[src/rtl/regfile_pkg.sv]
// Shared types and defaults for the register-file write-back path.
// Included by the arbiter top and its round-robin grant generator.
package regfile_pkg;

   localparam int DATA_WIDTH_DEF = 20;
   localparam int REG_NUMBER_DEF = 5;

   typedef struct packed {
      logic [REG_NUMBER_DEF-1:0] rd;
      logic [DATA_WIDTH_DEF-1:0] data;
   } wb_req_t;

endpackage

[src/rtl/rr_arb2.sv]
// Two-way round-robin grant generator; req[0]/gnt[0] is A, req[1]/gnt[1] is B.
// last_b remembers the most recent winner so a tie goes to the other side.
module rr_arb2 (
   input  logic       clk,
   input  logic       rst,
   input  logic [1:0] req,
   output logic [1:0] gnt
);

   logic last_b;

   always_comb begin
      gnt = 2'b00;
      if (!rst) begin
         gnt[0] = req[0] & (~req[1] | last_b);
         gnt[1] = req[1] & (~req[0] | ~last_b);
      end
   end

   // Out of reset A wins the first tie.
   always_ff @(posedge clk) begin
      if (rst) begin
         last_b <= 1'b1;
      end else if (|gnt) begin
         last_b <= gnt[1];
      end
   end

endmodule

[src/rtl/regfile_wb_arbiter.sv]
// Write-back arbiter for the register file's single write port: ALU (A)
// and load (B) requesters, registered write stage and saturating counter.
module regfile_wb_arbiter
   import regfile_pkg::*;
#(
   parameter int DATA_WIDTH = DATA_WIDTH_DEF,
   parameter int REG_NUMBER = REG_NUMBER_DEF,
   parameter int CNT_WIDTH  = 16
) (
   input  logic                  clk,
   input  logic                  rst,
   input  logic                  a_valid,
   input  logic [REG_NUMBER-1:0] a_rd,
   input  logic [DATA_WIDTH-1:0] a_data,
   output logic                  a_ready,
   input  logic                  b_valid,
   input  logic [REG_NUMBER-1:0] b_rd,
   input  logic [DATA_WIDTH-1:0] b_data,
   output logic                  b_ready,
   output logic                  reg_write,
   output logic [REG_NUMBER-1:0] rd,
   output logic [DATA_WIDTH-1:0] data_rd,
   output logic [CNT_WIDTH-1:0]  wr_count
);

   logic [1:0]            gnt;
   logic                  xfer;
   logic [REG_NUMBER-1:0] sel_rd;
   logic [DATA_WIDTH-1:0] sel_data;

   rr_arb2 u_arb (
      .clk (clk),
      .rst (rst),
      .req ({b_valid, a_valid}),
      .gnt (gnt)
   );

   assign a_ready  = gnt[0];
   assign b_ready  = gnt[1];
   assign xfer     = |gnt;
   assign sel_rd   = gnt[1] ? b_rd : a_rd;
   assign sel_data = gnt[1] ? b_data : a_data;

   // x0 writes are consumed but never reach the register file.
   always_ff @(posedge clk) begin
      if (rst) begin
         reg_write <= 1'b0;
         rd        <= '0;
         data_rd   <= '0;
         wr_count  <= '0;
      end else begin
         reg_write <= xfer && (sel_rd != '0);
         rd        <= xfer ? sel_rd : '0;
         data_rd   <= xfer ? sel_data : '0;
         if (reg_write && (wr_count != {CNT_WIDTH{1'b1}})) begin
            wr_count <= wr_count + 1'b1;
         end
      end
   end

endmodule

[config.mk]
export PLATFORM = sky130hd
export DESIGN_NAME = regfile_wb_arbiter
export DESIGN_NICKNAME = d
export VERILOG_FILES = /design/src/rtl/regfile_pkg.sv /design/src/rtl/rr_arb2.sv /design/src/rtl/regfile_wb_arbiter.sv
export SDC_FILE = /design/constraint.sdc
export NUM_CORES = 1
export LEC_CHECK = 0
export CORE_UTILIZATION = 30
export CTS_CLUSTER_DIAMETER = 40
export CTS_CLUSTER_SIZE = 28
export DETAILED_ROUTE_END_ITERATION = 8
export GPL_TIMING_DRIVEN = 0
export PLACE_DENSITY = 0.73
export SETUP_SLACK_MARGIN = 0.5
export SYNTH_ARGS = -nofsm -noshare
export SYNTH_HDL_FRONTEND = slang
export SYNTH_SLANG_ARGS = --single-unit
[constraint.sdc]
create_clock -name clk -period 1.8 [get_ports clk]
set_clock_uncertainty 0.05 [all_clocks]
set_input_delay 0.27 -clock clk [delete_from_list [all_inputs] [get_ports clk]]
set_output_delay 0.27 -clock clk [all_outputs]
set_load 0.02 [all_outputs]
==> metrics.cfg <==
[outcome]
run_status=complete, no violations

[cells_and_area]
fin_area_mm2=0.00350
fill_cells=523
final_layout_size_suffix_gt1_share_pct=33.4
nets=410
post-route-util_pct=62.3
regArea_um2=923
n_antenna_cell=0
multi_input_area_mm2=0.00111
syn_to_final_growth_pct=96.1

[die]
die_width_um=79.1
start_util_pct=31.8
core_mm2=0.00561
row_count=27
ioPinCount=98
dieArea_mm2=0.00626
dieHeight_um=79.1

[synth]
yosysTopAreaCell=dfxtp_1
yosys_warnings=0
synth_area_leaders=dfxtp_1 (48%), nand2_1 (12%), a21oi_1 (9.5%), nor2_1 (2.1%), nand3_2 (1.7%)
synth_cell_type_count=38
synth_nets=273
synth_seq_cells=43
avgSynthCellArea_um2=8.18
netlist.area_leader.share_pct=48.3
synth_cells=218
synth-async-reset-ratio_pct=0
yosysSeqAreaShare_pct=48.3
netlist_area_mm2=0.00178
synth_edf_count=0
synth-main-ff-cell=dfxtp_1

[global_routing]
overflow=0
grt_max_degree=13
grt_pass1_vias=2069
grt_use_total_pct=20.1
antenna_found_initial=0
grt_first_pass_wirelength_um=9760

[worst_hold_path]
worst_hold_path_type=in2reg

[routing]
met1_length_um=2500
dr.pass1.iters=4
topRoutingLayerUsed=met4
wl_met2_um=3140
vias=2064
drt_iter0_drc=71
ant_nets=0
post_drt_wl_per_cell_um=14.3
vias_per_cell=4.82
wl_met3_um=415
drc=0
wl_um=6100

[sta]
slew_headroom_pct=65.0
finalCritPeriodShare_pct=89.9
max_freq_ghz=0.618
worstMarginPinSlew_ps=525
rsz0062_at_grt=true
slew_viol_final=0
setup_viol=0
period_minus_slack_ps=1620
hold_violations=0
whs_ps=225
fin_tns_setup_ps=0

[power_and_ir_drop]
power_switching_uw=533
seqPwrFrac_pct=49.5
power_mw=2.01
p_comb_share_pct=20.6
internal-power_mw=1.47
cellLeakagePower_nw=1.49
ir_drop_v=0.000331
pwr-share-clk_pct=29.9
p_sw_share_pct=26.6
power_density_mw_per_mm2=574

[place]
port_buffers=96
dp_hpwl_um=3990
gp_congestion=0.814
place_area_mm2=0.00297

[setup_path]
worstSetupPathType=reg2reg
cp-end-kind=flip-flop
cp-start-kind=flip-flop
cp.arrival_ps=1790
critical_path_required_ps=1970
path_max_fanout=4

[clock_network]
cts_buffers=5
htreeDepth=2
clockBufferDepth=2
clock_sinks=43
clock-root-buffer=clkbuf_8
clk_pin_slew_ps=90
clk-insertion-delay-late_ps=290
cts_tree=yes

[run]
cap_violations=0

state kept, by name, summed over array words and instances, names as in the netlist:
name          flops
rd                5
u_arb.last_b      1
data_rd          20
reg_write         1
wr_count         16
layout make-up:
type | count | area share, %
buffer | 9 | 2.36
multi-input combinational | 161 | 31.7
inverter | 5 | 0.752
sequential | 43 | 26.4
clock buffer | 8 | 2.29
timing repair buffer | 130 | 33.9
tap | 72 | 2.58
cell usage after synthesis, drive strengths merged, types with 4 or more instances:
master / instances
a21oi: 34
buf: 4
clkbuf: 5
dfxtp: 43
inv: 5
nand2: 57
nand3: 8
nor2: 10
nor3: 6
nor4: 4
o21ai: 7
or3: 4
or4: 4
metrics by stage:
stage	setup slack (ps)	cells
after global placement	-645	386
after detailed placement	-675	386
after CTS	215	423
final	182	428
after floorplan	157	218
after global routing	137	428
cells by family (layout without fill, tap and decap cells):
family / count (synthesis) / in the layout / share of synthesized area [%]
fa+ha+maj: 1 / 1 / 0.702
compound gates: 52 / 52 / 17.1
mux: 3 / 3 / 1.82
buf+inv: 14 / 152 / 3.37
simple gates: 104 / 104 / 28.3
flops: 43 / 43 / 48.3
xor+xnor: 1 / 1 / 0.491
layout by cell type, fill, tap and decap left out, types with 4 or more instances in the layout:
cell              n
buf_4            29
buf_6            12
clkdlybuf4s15_1  11
nor2_1            9
dfxtp_4          16
dlygate4sd2_1    16
nor3_1            6
nand3_4           6
nand2_1          55
dfxtp_1          25
a21oi_1          32
clkbuf_2          7
clkdlybuf4s50_1  49
clkbuf_8          5
nor4_4            4
buf_2             7
clkbuf_1          4
final timing paths:
kind | start | endpoint | slack [ps] | cells past startpoint
max reg2reg | wr_count[1] | wr_count[9] | 180 | 6
min | a_rd[3] | rd[3] | 230 | 3
max | wr_count[1] | wr_count[9] | 180 | 6
min reg2reg | wr_count[13] | wr_count[13] | 440 | 1
power groups by stage:
stage / sequential, mW / clock [mW] / combinational (mW)
5_1_grt: 0.998 / 0.663 / 0.446
3_5_place_dp: 1.02 / 0 / 0.384
2_1_floorplan: 1.07 / 0 / 0.101
3_3_place_gp: 1.02 / 0 / 0.380
6_report: 0.993 / 0.600 / 0.414
4_1_cts: 0.992 / 0.617 / 0.397
routing by layer:
layer	global-route usage (%)	vias to the layer above
li1	-	1043
met1	21.7	949
met5	0	-
met2	37.3	68
met3	6.78	4
met4	5.09	0
repair_timing:
item | 4_1_cts | 5_1_grt
setup endpoints to repair | 86 | 61
hold buffers | 0 | 0
endpoints found under the hold margin | 0 | 0
cloned | 0 | 0
gates resized for setup | 129 | 52
buffers inserted | 29 | 5
pin swaps | 18 | 6
worst max-delay path, cell delays in order (launching register included):
cell and delay, ps:
dfxtp_4 370, ha_4 160, nand4_1 170, nor4_4 80
buf_4 160, or4_4 410, a21oi_2 130
(Power assumes the default switching activity.)
